## src/rtl/mux_scan_pkg.sv

```systemverilog
// Shared types and constants for the 8-to-1 selector scan sequencer.
package mux_scan_pkg;

  localparam int unsigned NUM_CH = 8;
  localparam int unsigned CH_W   = 3;

  typedef enum logic [1:0] {
    IDLE = 2'd0,
    SCAN = 2'd1,
    DONE = 2'd2
  } state_t;

endpackage

```

## src/rtl/mux_scan_ctrl_dwell_timer.sv

```systemverilog
// Per-channel dwell counter: counts 0..DWELL-1 while enabled and flags the final cycle.
module dwell_timer #(
  parameter int unsigned DWELL = 4
) (
  input  logic clk,
  input  logic rst_n,
  input  logic clr,
  input  logic en,
  output logic last_cycle
);

  localparam int unsigned          CNT_W    = $clog2(DWELL + 1);
  localparam logic [CNT_W-1:0]     CNT_LAST = CNT_W'(DWELL - 1);

  logic [CNT_W-1:0] cnt;

  always_ff @(posedge clk or negedge rst_n) begin
    if (!rst_n) begin
      cnt <= '0;
    end else if (clr) begin
      cnt <= '0;
    end else if (en) begin
      cnt <= cnt + 1'b1;
    end
  end

  assign last_cycle = (cnt == CNT_LAST);

endmodule

```

## src/rtl/mux_scan_ctrl.sv

```systemverilog
// Scans the 8-to-1 selector through channels 0..7 and assembles the samples into a byte.
// Optional build macro: MUX_SCAN_CONTINUOUS_EN (free-running rescan, start ignored).
module mux_scan_ctrl
  import mux_scan_pkg::*;
#(
  parameter int unsigned DWELL = 4
) (
  input  logic       clk,
  input  logic       rst_n,
  input  logic       start,
  input  logic [7:0] mask,
  input  logic       mux_q,
  output logic       mux_s_n,
  output logic [2:0] mux_a,
  output logic       busy,
  output logic       done,
  output logic [7:0] data
);

  localparam logic [CH_W-1:0] LAST_CH = CH_W'(NUM_CH - 1);

  state_t            state, state_nxt;
  logic [CH_W-1:0]   ch, ch_nxt;
  logic [NUM_CH-1:0] mask_r, mask_nxt;
  logic [NUM_CH-1:0] shadow, shadow_nxt;
  logic              go;
  logic              tmr_last;
  logic              chan_last;
  logic              mux_s_n_nxt, busy_nxt, done_nxt;
  logic [CH_W-1:0]   mux_a_nxt;

  dwell_timer #(.DWELL(DWELL)) u_dwell_timer (
    .clk       (clk),
    .rst_n     (rst_n),
    .clr       (state != SCAN || chan_last),
    .en        (state == SCAN),
    .last_cycle(tmr_last)
  );

  // A masked channel always finishes in its single cycle.
  assign chan_last = (state == SCAN) && (mask_r[ch] || tmr_last);

`ifdef MUX_SCAN_CONTINUOUS_EN
  assign go = 1'b1;
`else
  assign go = start;
`endif

  always_ff @(posedge clk or negedge rst_n) begin
    if (!rst_n) begin
      state  <= IDLE;
      ch     <= '0;
      mask_r <= '0;
      shadow <= '0;
    end else begin
      state  <= state_nxt;
      ch     <= ch_nxt;
      mask_r <= mask_nxt;
      shadow <= shadow_nxt;
    end
  end

  always_comb begin
    state_nxt  = state;
    ch_nxt     = ch;
    mask_nxt   = mask_r;
    shadow_nxt = shadow;
    case (state)
      IDLE: begin
        if (go) begin
          mask_nxt   = mask;
          shadow_nxt = '0;
          ch_nxt     = '0;
          state_nxt  = SCAN;
        end
      end
      SCAN: begin
        if (chan_last) begin
          shadow_nxt[ch] = mask_r[ch] ? 1'b0 : mux_q;
          if (ch == LAST_CH) begin
            state_nxt = DONE;
          end else begin
            ch_nxt = ch + 1'b1;
          end
        end
      end
      DONE: begin
`ifdef MUX_SCAN_CONTINUOUS_EN
        mask_nxt   = mask;
        shadow_nxt = '0;
        ch_nxt     = '0;
        state_nxt  = SCAN;
`else
        state_nxt  = IDLE;
`endif
      end
      default: state_nxt = IDLE;
    endcase
  end

  // Outputs are decoded from the next state so the registered ports line up with it.
  always_comb begin
    busy_nxt    = (state_nxt == SCAN);
    done_nxt    = (state_nxt == DONE);
    mux_a_nxt   = busy_nxt ? ch_nxt : '0;
    mux_s_n_nxt = !(busy_nxt && !mask_nxt[ch_nxt]);
  end

  always_ff @(posedge clk or negedge rst_n) begin
    if (!rst_n) begin
      mux_s_n <= 1'b1;
      mux_a   <= '0;
      busy    <= 1'b0;
      done    <= 1'b0;
      data    <= '0;
    end else begin
      mux_s_n <= mux_s_n_nxt;
      mux_a   <= mux_a_nxt;
      busy    <= busy_nxt;
      done    <= done_nxt;
      if (done_nxt) begin
        data <= shadow_nxt;
      end
    end
  end

endmodule

```

## config.mk

```make
export PLATFORM = sky130hd
export DESIGN_NAME = mux_scan_ctrl
export DESIGN_NICKNAME = d
export VERILOG_FILES = /design/src/rtl/mux_scan_pkg.sv /design/src/rtl/mux_scan_ctrl_dwell_timer.sv /design/src/rtl/mux_scan_ctrl.sv
export SDC_FILE = /design/constraint.sdc
export NUM_CORES = 1
export LEC_CHECK = 0
export ABC_AREA = 0
export CAP_MARGIN = 20
export CELL_PAD_IN_SITES_DETAIL_PLACEMENT = 0
export CELL_PAD_IN_SITES_GLOBAL_PLACEMENT = 1
export CORE_ASPECT_RATIO = 0.9
export CORE_MARGIN = 1
export CORE_UTILIZATION = 44
export CTS_BUF_LIST = sky130_fd_sc_hd__clkbuf_4
export DETAILED_ROUTE_END_ITERATION = 8
export HOLD_SLACK_MARGIN = 0.06
export PLACE_DENSITY = 0.84
export SETUP_SLACK_MARGIN = 0.2
export SYNTH_ARGS = -nofsm -noshare
export SYNTH_HDL_FRONTEND = slang
export SYNTH_SLANG_ARGS = --single-unit
```

## constraint.sdc

```tcl
create_clock -name clk -period 2.5 [get_ports clk]
set_input_delay 0.25 -clock clk [delete_from_list [all_inputs] [get_ports clk]]
set_output_delay 0.25 -clock clk [all_outputs]
set_load 0.01 [all_outputs]
```

==> impl_summary.log <==
INFO  metric result_of_the_run = completed
INFO  metric netlist_instances = 150
INFO  metric maximum_number_of_pins_on_one_net_before_global_route_repair = 39
INFO  metric drt_first_pass_iters = 4
INFO  metric worst_skew_pair.late_latency = 0.34 ns
INFO  metric via_count_of_the_first_global_routing_pass = 1269
INFO  metric final.fill_count = 321
INFO  metric clock-root-buffer = clkbuf_4
INFO  metric synth_warnings = 0
INFO  metric cap_violations = 0
INFO  metric finalNetCount = 198
INFO  metric final-seq-area = 955 um2
INFO  metric power_density = 1350 mW/mm2
INFO  metric hold_class = flop to flop
INFO  metric grt_antenna_before_repair = 0
INFO  metric starting_density = 46.8%
INFO  metric gp_routability_congestion = 0.816
INFO  metric detailroute.via_count = 1261
INFO  metric drcViolationCount = 0
INFO  metric numPortBuffers = 25
INFO  metric min_period_over_period = 88.2%
INFO  metric antenna_cells_inserted = 0
INFO  metric setup.worst_path.class = flop to flop
INFO  metric portion_of_netlist_area_occupied_by_mux_cells = 16.1%
INFO  metric floorplan.rows = 21
INFO  metric worst_pin_slew = 0.820 ns
INFO  metric count_of_flip_flops_with_a_built_in_enable_after_synthesis = 0
INFO  metric die-height = 62.4 um
INFO  metric final-hold-violation-count = 0
INFO  metric grt_setup_unrepaired = true
INFO  metric period_minus_slack = 2.21 ns
INFO  metric final_setup_violations = 0
INFO  metric main_combinational_cell_family_by_area_after_synthesis = multiplexers
INFO  metric post_drt_via_cell_ratio = 5.51
INFO  metric wl_per_cell = 14.6 um
INFO  metric clockPowerShare = 10.6%
INFO  metric postRouteAntennaNets = 0
INFO  metric number_of_clock_sinks = 38
INFO  metric area_growth_syn_to_layout = 21.8%
INFO  metric required = 2.77 ns
INFO  metric critPathMaxFanout = 4
INFO  metric number_of_different_library_cells_in_the_post_synthesis_netlist = 39
INFO  metric layout.core_utilization = 57.0%
INFO  metric half_perimeter_wire_length_after_placement = 2430 um
INFO  metric path_clk_slew = 0.11 ns
INFO  metric peak_ir_drop_on_the_vdd_network = 0.610 mV
INFO  metric core_region_area = 0.00381 mm2
INFO  metric tritoncts_clock_tree = done
INFO  metric synth-seq-area-share = 53.4%
INFO  metric sort_of_element_at_the_start_of_the_critical_path = flop
INFO  metric synthXorXnorAreaFrac = 0%
INFO  metric flops_latches_synth = 38
INFO  metric drt_iter0_markers = 48
INFO  metric timing.final.max_slew_violations = 0
INFO  metric intPower = 1.78 mW
INFO  metric clk_path_buf_depth = 2
INFO  metric syn-num-nets = 165
INFO  metric numCtsBuffers = 5
INFO  metric grt_usage = 17.5%
INFO  metric critPathArrivalTime = 2.48 ns
INFO  metric grt_overflow_total = 0
INFO  metric combPwrFrac = 55.2%
INFO  metric synth_adder_area_share = 2.11%
INFO  metric synth_compound_gate_area_share = 13.3%
INFO  metric die_area = 0.00431 mm2
INFO  metric share_seq_of_total_power = 34.1%
INFO  metric totalNegativeSetupSlack = 0 ns
INFO  metric swShare = 38.9%
INFO  metric post_synth_design_cell_area = 0.00178 mm2
INFO  metric min_delay_path_depth = 1
INFO  metric endpoint_kind = flop
INFO  metric synth_simple_gate_area_share = 11.2%
INFO  metric asyncSetResetFlopFracSynth = 100%
INFO  metric timing.max_slew.rel_slack = 45.3%
INFO  metric synth_ff_type = dfrtp_1
INFO  metric cts-htree-levels = 2
INFO  metric total_area_of_multi_input_combinational_cells = 762 um2
INFO  metric report.power.total = 2.92 mW
INFO  metric power_leakage = 0.980 nW
INFO  metric io_pins = 26
INFO  metric switching_power = 1.14 mW
INFO  metric synth_area_per_cell = 11.9 um2
INFO  metric clock-skew-final = 0.0109 ns
INFO  metric routed_wl = 3350 um
INFO  metric die_w = 69.1 um
INFO  metric maxClockFrequency = 0.453 GHz
INFO  metric drive_gt1_share = 22.4%
INFO  metric grt_first_pass_wirelength = 5870 um
INFO  metric ff2ff_path_depth = 7
[cell families after synthesis]
logic type,after synthesis
simple gates,38
mux,23
compound gates,31
fa+ha+maj,3
flops,38
buf+inv,17
[layer usage]
metal / routed length [um] / global-route usage [%]
met1: 1570 / 23.7
met2: 1550 / 26.5
met3: 168 / 4.52
met4: 65 / 8.16
met5: 0 / 0
[flip-flops by register name, indices dropped and copies added (netlist names)]
| register | flops |
|---|---|
| mask_r | 8 |
| u_dwell_timer.cnt | 3 |
| busy | 1 |
| state | 2 |
| mux_s_n | 1 |
| shadow | 8 |
| done | 1 |
| data | 8 |
| ch | 3 |
| mux_a | 3 |
[synth_stat cells, types with 2 or more instances]
| master | number | area (um2) |
|---|---|---|
| a21oi_1 | 2 | 10.0 |
| a31oi_1 | 2 | 12.5 |
| a32o_1 | 6 | 60.1 |
| and2_1 | 3 | 18.8 |
| and3_1 | 2 | 12.5 |
| clkbuf_1 | 4 | 15.0 |
| dfrtp_1 | 37 | 926 |
| ha_1 | 3 | 37.5 |
| inv_1 | 8 | 30.0 |
| inv_2 | 2 | 7.51 |
| mux2_1 | 2 | 22.5 |
| mux2_2 | 10 | 113 |
| mux2i_1 | 7 | 70.1 |
| mux4_2 | 2 | 45.0 |
| nand2_1 | 11 | 41.3 |
| nand2b_1 | 4 | 25.0 |
| nand4_1 | 2 | 12.5 |
| nor2_1 | 9 | 33.8 |
| nor2b_1 | 2 | 12.5 |
| o21ai_0 | 11 | 55.1 |
| o21bai_1 | 2 | 15.0 |
| o31ai_1 | 2 | 15.0 |
[per-stage QoR]
stage | std cells | cell area [um2] | hold WS [ns] | setup WS [ns]
2_1_floorplan | 150 | 1780 | -0.0456 | 0.344
3_3_place_gp | 217 | 2080 | 0.372 | 0.290
3_5_place_dp | 217 | 2080 | 0.403 | 0.247
4_1_cts | 225 | 2140 | 0.455 | 0.222
5_1_grt | 229 | 2170 | 0.473 | 0.181
6_report | 229 | 2170 | 0.443 | 0.295
[worst paths after layout]
check	end	from	slack [ns]
max	mux_s_n$_DFF_PN1_	ch[0]$_DFF_PN0_	0.29
min	u_dwell_timer.cnt[0]$_DFFE_PN0P_	u_dwell_timer.cnt[0]$_DFFE_PN0P_	0.44
max reg2reg	mux_s_n$_DFF_PN1_	ch[0]$_DFF_PN0_	0.29
min reg2reg	u_dwell_timer.cnt[0]$_DFFE_PN0P_	u_dwell_timer.cnt[0]$_DFFE_PN0P_	0.44
max in group asynchronous	ch[2]$_DFF_PN0_	rst_n	1.38
min in group asynchronous	mux_a[2]$_DFF_PN0_	rst_n	0.53
[area by class of cell]
cell class,instances,share of cell area [%]
multi-input cells,95,35.1
flip-flops and latches,38,44.0
clock buffers,7,2.42
inverters,10,1.73
well taps,46,2.65
repair buffers,33,14.2
[cells in the final DEF (no fill, tap or decap), drive strengths merged, types with 2 or more instances in the layout]
cell type,n
a21oi,4
ha,3
clkbuf,7
o21ai,11
nand4,2
mux4,2
nor2b,2
a211oi,2
buf,8
clkdlybuf4s50,24
o31ai,2
dfrtp,37
a32o,6
inv,10
o21bai,2
nor2,9
and3,2
nand2,12
mux2i,8
and2,3
mux2,13
a31oi,2
nand2b,4
[power groups by stage]
stage	Combinational [mW]	Sequential, mW	Clock [mW]
finish	1.61	0.998	0.310
detailed placement	1.52	1.01	0
CTS	1.53	0.999	0.324
global placement	1.48	0.997	0
floorplan	1.07	1.01	0
global route	1.75	1.03	0.348
[critical path, stage by stage, from the launching register on]
cell and delay [ns]:
dfrtp_2 0.41, mux4_2 0.53, buf_4 0.16, mux2i_4 0.21, a211oi_1 0.12, o2bb2ai_2 0.26
mux2i_1 0.11, o32a_1 0.35
[what timing repair did]
action                     in CTS  in global routing
setup endpoints to repair       0                  1
hold buffers                    1                  0
setup buffers                   0                  4
gates resized for setup         0                  2
hold endpoints to repair       37                  0
Note: power is estimated with default switching activity, not from simulation.
